File: src/rtl/gate_bist.sv
// Built-in self-test engine for a 2-input combinational gate: walks the four
// input patterns, waits a settle time per pattern and checks the output against EXP_TABLE.
module gate_bist #(
  parameter int          SETTLE_CYCLES = 2,
  parameter logic [3:0]  EXP_TABLE     = 4'b1000
) (
  input  logic       clk,
  input  logic       rst,
  input  logic       start,
  output logic       dut_a,
  output logic       dut_b,
  input  logic       dut_y,
  output logic       busy,
  output logic       done,
  output logic       pass,
  output logic [3:0] fail_mask,
  output logic [2:0] err_count
);

  typedef enum logic [1:0] {
    IDLE   = 2'd0,
    SETTLE = 2'd1,
    CHECK  = 2'd2,
    DONE   = 2'd3
  } state_t;

  localparam logic [3:0] CNT_LAST = 4'(SETTLE_CYCLES - 1);

  state_t     state;
  logic [1:0] idx;
  logic [3:0] cnt;
  logic       miss;
  logic [2:0] err_next;
  logic [1:0] idx_next;

  // Compare result for the pattern currently on the gate; err_next folds it in so
  // the final pass flag already accounts for the last pattern.
  always_comb begin
    miss     = dut_y ^ EXP_TABLE[idx];
    err_next = err_count + {2'b00, miss};
    idx_next = idx + 2'd1;
  end

  // Sequencer: pattern index, settle counter, gate drive and result registers.
  always_ff @(posedge clk or posedge rst) begin
    if (rst) begin
      state     <= IDLE;
      idx       <= 2'd0;
      cnt       <= 4'd0;
      dut_a     <= 1'b0;
      dut_b     <= 1'b0;
      busy      <= 1'b0;
      done      <= 1'b0;
      pass      <= 1'b0;
      fail_mask <= 4'd0;
      err_count <= 3'd0;
    end else begin
      case (state)
        IDLE, DONE: begin
          if (start) begin
            state     <= SETTLE;
            idx       <= 2'd0;
            cnt       <= 4'd0;
            dut_a     <= 1'b0;
            dut_b     <= 1'b0;
            busy      <= 1'b1;
            done      <= 1'b0;
            pass      <= 1'b0;
            fail_mask <= 4'd0;
            err_count <= 3'd0;
          end else begin
            state <= state;
          end
        end
        SETTLE: begin
          if (cnt == CNT_LAST) begin
            state <= CHECK;
          end else begin
            cnt <= cnt + 4'd1;
          end
        end
        CHECK: begin
          fail_mask <= fail_mask | ({3'b000, miss} << idx);
          err_count <= err_next;
          if (idx == 2'd3) begin
            state <= DONE;
            busy  <= 1'b0;
            done  <= 1'b1;
            pass  <= (err_next == 3'd0);
          end else begin
            // Next pattern goes onto the gate on this same edge.
            idx   <= idx_next;
            dut_a <= idx_next[1];
            dut_b <= idx_next[0];
            cnt   <= 4'd0;
            state <= SETTLE;
          end
        end
        default: begin
          state <= IDLE;
        end
      endcase
    end
  end

endmodule

File: config.mk
export PLATFORM = sky130hd
export DESIGN_NAME = gate_bist
export DESIGN_NICKNAME = d
export VERILOG_FILES = /design/src/rtl/gate_bist.sv
export SDC_FILE = /design/constraint.sdc
export NUM_CORES = 1
export LEC_CHECK = 0
export CAP_MARGIN = 20
export CELL_PAD_IN_SITES_DETAIL_PLACEMENT = 1
export CELL_PAD_IN_SITES_GLOBAL_PLACEMENT = 1
export CORE_MARGIN = 2
export CORE_UTILIZATION = 25
export CTS_CLUSTER_SIZE = 12
export DETAILED_ROUTE_END_ITERATION = 6
export PLACE_DENSITY_LB_ADDON = 0.1
export REMOVE_ABC_BUFFERS = 1
export SETUP_SLACK_MARGIN = 0.3
export SLEW_MARGIN = 5
export SYNTH_ARGS = -nofsm -noshare
export SYNTH_HDL_FRONTEND = slang
export SYNTH_SLANG_ARGS = --single-unit
File: constraint.sdc
create_clock -name clk -period 3.35 [get_ports clk]
set_clock_uncertainty 0.1 [all_clocks]
set_input_delay 0.67 -clock clk [delete_from_list [all_inputs] [get_ports clk]]
set_output_delay 0.67 -clock clk [all_outputs]
set_load 0.05 [all_outputs]
### Yosys cells after proc, flatten, opt, wreduce, memory -nomap -nowiden

Index checks and enable logic that the tools add are counted.

| storage, ports and cells | value |
|---|---|
| output and inout bits | 12 |
| RAM bits | 0 |
| memory bits (read-only) | 0 |
| bits in latches | 0 |
| word-level logic and storage cells | 64 |
| memories kept | 0 |
| input port bits | 4 |
| flip-flop bits (word level) | 20 |

| operators by class | value |
|---|---|
| shift operators | 1 |
| add/subtract/negate cells | 3 |
| bitwise logic cells | 2 |
| equality and inequality tests | 10 |
| multipliers | 0 |
| reduce and logical (&&, ||, !) cells | 9 |
| order comparisons | 1 |
| mux-type cells | 28 |
| divide/modulo/power cells | 0 |

Operators by type and width:

| operator | count |
|---|---|
| $mux W4 | 3 |
| $pmux W4 S3 | 1 |
| $mux W2 | 5 |
| $ne A2 B2 Y1 const B | 5 |
| $pmux W1 S2 | 5 |
| $reduce_and A3 Y1 | 3 |
| $mux W1 | 8 |
| $pmux W4 S2 | 1 |
| $eq A2 B2 Y1 const B | 3 |
| $pmux W2 S3 | 1 |
| $pmux W3 S2 | 1 |
| $add A4 B1 Y4 const B | 1 |
| $eq A4 B1 Y1 const B | 1 |
| $or A4 B4 Y4 | 1 |
| $pmux W2 S2 | 1 |
| $reduce_and A2 Y1 | 2 |
| $shl A1 B2 Y4 | 1 |
| $add A3 B1 Y3 | 1 |
| $logic_not A3 Y1 | 1 |
| $lt A2 B3 Y1 const B | 1 |
| $mux W3 | 1 |
| $add A2 B1 Y2 const B | 1 |
| $bmux W1 S2 | 1 |
| $eq A2 B1 Y1 const B | 1 |
| other kinds (4) | 4 |

### Longest topological paths before layout

| logic depth | value |
|---|---|
| depth in word-level cells | 7 |
| depth in mapped cells | 7 |

### Worst setup path before layout

Ideal clock, no wire load.

| path | value |
|---|---|
| path kind | register to register |
| start point | reg dut_a (netlist name) |
| end point | reg pass |
| library setup time | 90 ps |
| arrival | 2204 ps |
| slack | 956 ps |
| required time | 3160 ps |
| period minus slack after synthesis | 2394 ps |
| cell stages (with the launch flop) | 8 |
| cell sequence | dfrtp_1 > ha_1 > xor2_1 > ha_1 > ha_1 > nor3b_1 > a32oi_1 > o221ai_1 |

RTL lines:

| item | line | source |
|---|---|---|
| end signal: assignment | 89 | `pass <= (err_next == 3'd0);` |
| end: declaration | 15 | `output logic pass,` |

### Worst setup path in the final report

| path | value |
|---|---|
| start point | in dut_y |
| end point | reg pass |

| on the way | value |
|---|---|
| cells in the longest elaborated chain, start to end | 5 |

Ends and longest elaborated chain:

| item | line | source |
|---|---|---|
| start: declaration | 12 | `input logic dut_y,` |
| $xor A1 B1 Y1 | 39 | `miss = dut_y ^ EXP_TABLE[idx];` |
| $add A3 B1 Y3 | 40 | `err_next = err_count + {2'b00, miss};` |
| $logic_not A3 Y1 | 89 |  |
| $mux W1 | 85 | `if (idx == 2'd3) begin` |
| $pmux W1 S2 | 58 | `case (state)` |

Every way passes these cells. The select of a mux whose other input is x is not followed.
A chain may end at the register's enable or synchronous reset.

==> qor.csv <==
stage;metric;value;unit
route;per-cell routed wire length;14.8;µm
critical_path;critical path's largest stage delay;0.47;ns
critical_path;CP startpoint kind;primary input;
finish;Final nets;130;
clocking;Gates resized, CTS repair;0;
synthesis;Yosys reg bits;18;
timing;final hold vios;0;
route;detailed-route vias per instance;4.90;
clocking;clk slew on worst S/H paths;0.08;ns
clocking;TritonCTS buffer count;3;
global_route;GRT Overall Usage;0.125;
critical_path;Required @ worst endpoint;3.42;ns
synthesis;top_reg_cell synth;dfrtp_1;
power;PwrDens;693;mW/mm²
global_route;first-pass GRT wire length;4.29;mm
finish;register area;450;µm²
critical_path;worst reg2reg startpoint;dut_a;
clocking;Max clock buf depth;2;
clocking;Root Buffer;clkbuf_8;
synthesis;gate count after technology mapping;103;
clocking;postcts setup bufs;0;
critical_path;Top cell by count, worst path;ha_1;
floorplan;die area;0.00463;mm²
synthesis;Post-synth EDFFs;0;
critical_path;crit end category;flop;
clocking;CTS Hold Bufs;0;
timing;setup TNS;0;ns
floorplan;die width;68.1;µm
clocking;htree depth;1;
synthesis;area leader, netlist;dfrtp_1;
critical_path;slowest CP cell;clkdlybuf4s50_1;
power;Leak;0.519;nW
job;maxcap violations;0;
hold_path;Hold Path Origin;fail_mask[3];
finish;final non-filler cell total;167;
global_route;vias in the first global route;858;
route;1st-iter DRT viols;30;
finish;Area Growth Syn to Fin;22.7;%
synthesis;Avg Inst Size Synth;9.96;µm²
synthesis;Yosys top cell area share;0.439;
route;Routed Antenna Nets;0;
timing;max_slew headroom;0.500;
synthesis;register area share after synthesis;0.439;
timing;hold slack;0.389;ns
route;drt first pass iters;4;
floorplan;Initial Utilization;0.258;
run_status;outcome;complete, no violations;
finish;n_diodes;0;
critical_path;CP cell instances;clkdlybuf4s50_1 -> xor2_1 -> ha_1 -> ha_1 -> nor3b_1 -> a32oi_1 -> o221ai_1;
placed_design;GP Congestion;0.695;
synthesis;Synth Warn #;0;
floorplan;core area;0.00397;mm²
global_route;largest net degree at the start of global routing;19;
synthesis;Yosys cell types;32;
timing;minimum clock period;2.38;ns
finish;layout cells sized above 1;0.0513;
clocking;CTS tree;built;
global_route;total global routing overflow;0;
synthesis;top post-synthesis cells by area;dfrtp_1, ha_1, o21ai_0, nand3_1, inv_1;
hold_path;Worst Hold Class;flop to flop;
finish;fill count;454;
synthesis;Commonest cells post-synth;dfrtp_1, o21ai_0, ha_1, inv_1, nand2_1;
clocking;Clock Sinks;18;
critical_path;kind of critical path;primary input to flop;
placed_design;hpwl dp;1.80;mm
route;final wirelength;2.47;mm
synthesis;top-count cell post-synth;dfrtp_1;
timing;Fmax;0.421;GHz
floorplan;total I/O pin count;16;
power;peak supply drop;0.319;mV
placed_design;Buffers on Ports;15;
finish;multi-input logic area;510;µm²
timing;Final Setup Violations;0;
timing;RSZ-0062 raised after global routing;no;
floorplan;num rows;23;
timing;Worst Max-Slew Pin Slew;0.749;ns
critical_path;worst setup path start;dut_y;
synthesis;Synth async-reset ratio;1.00;
synthesis;Synth Cell Area;0.00103;mm²
critical_path;crit path DAT;2.45;ns
route;detailed-route via count;819;
clocking;Clock Latency Late Sink;0.26;ns
route;DRC;0;
placed_design;DP Cell Count;163;
floorplan;die height;68.1;µm
timing;fin crit share;0.709;
timing;max-slew violation count;0;
global_route;antenna violations before repair;0;
critical_path;maximum fanout along the worst path;4;
[metrics by stage]
stage                     instance area [µm²]  total power, mW  utilization  setup slack (ns)
final                                    1260            0.872        0.317             0.975
after global routing                     1260            0.944        0.317             0.783
after CTS                                1260            0.887        0.317             0.960
after detailed placement                 1200            0.700        0.303             0.674
after global placement                   1200            0.693        0.303             0.717
after floorplan                           991            0.574            -             0.956
[worst max-delay path: cells and delay by family]
kind                     cells  cell delay [ns]
XOR/XNOR                     1             0.27
adder cells (fa/ha/maj)      2             0.44
buffers and inverters        1             0.47
AND/OR/NAND/NOR              1             0.27
AO/OA/AOI/OAI                2             0.31
[metal layers]
layer  track usage  part of all wire  wire length, µm
met2         0.182              0.44             1090
met5             0                 0                0
met3        0.0214             0.046              113
met4        0.0450            0.0073               18
met1         0.183              0.51             1250
[cell families (layout without fill, tap and decap cells)]
family          count (synthesis)  after routing  synth area share
fa+ha+maj                       8              8            0.0976
simple gates                   31             31             0.173
buf+inv                        13             27            0.0634
xor+xnor                        2              2            0.0171
flops                          18             18             0.439
compound gates                 28             28             0.179
mux                             3              3            0.0305
[cell usage in the layout, fill, tap and decap left out, types with 2 or more instances in the layout]
| cell | n |
|---|---|
| inv_1 | 8 |
| clkdlybuf4s50_1 | 15 |
| clkbuf_8 | 4 |
| a21oi_1 | 4 |
| nand2_1 | 8 |
| nand3_1 | 6 |
| o21ai_0 | 12 |
| dfrtp_1 | 18 |
| nand4_1 | 3 |
| a32o_1 | 2 |
| a22o_1 | 2 |
| ha_1 | 8 |
| nand3b_1 | 2 |
| nor3b_1 | 2 |
| o311ai_0 | 3 |
| mux2i_1 | 2 |
| nand2b_1 | 4 |
[state kept, by name (all words and copies together), names as in the netlist]
register and cells:
pass 1, busy 1, state 2, done 1
dut_b 1, cnt 4, fail_mask 4, err_count 3
dut_a 1
[final timing paths]
kind | depth (start not counted) | slack (ns) | endpoint
setup / recovery | 7 | 0.97 | pass
min in group asynchronous | 2 | 0.74 | cnt[0]
setup reg to reg | 7 | 1.02 | pass
hold reg to reg | 2 | 0.39 | fail_mask[3]
hold / removal | 2 | 0.39 | fail_mask[3]
max in group asynchronous | 2 | 1.94 | dut_a
[cell type report]
type	count	share of cell area
timing repair buffer	15	0.119
clock buffer	4	0.0437
tap	50	0.0497
inverter	8	0.0239
sequential	18	0.358
multi-input combinational	72	0.406
[where the power goes]
| part | switching (mW) | internal [mW] |
|---|---|---|
| Sequential | 0.0413 | 0.258 |
| Combinational | 0.247 | 0.138 |
| Clock | 0.0823 | 0.105 |
Power figures use the tool's default switching activity.
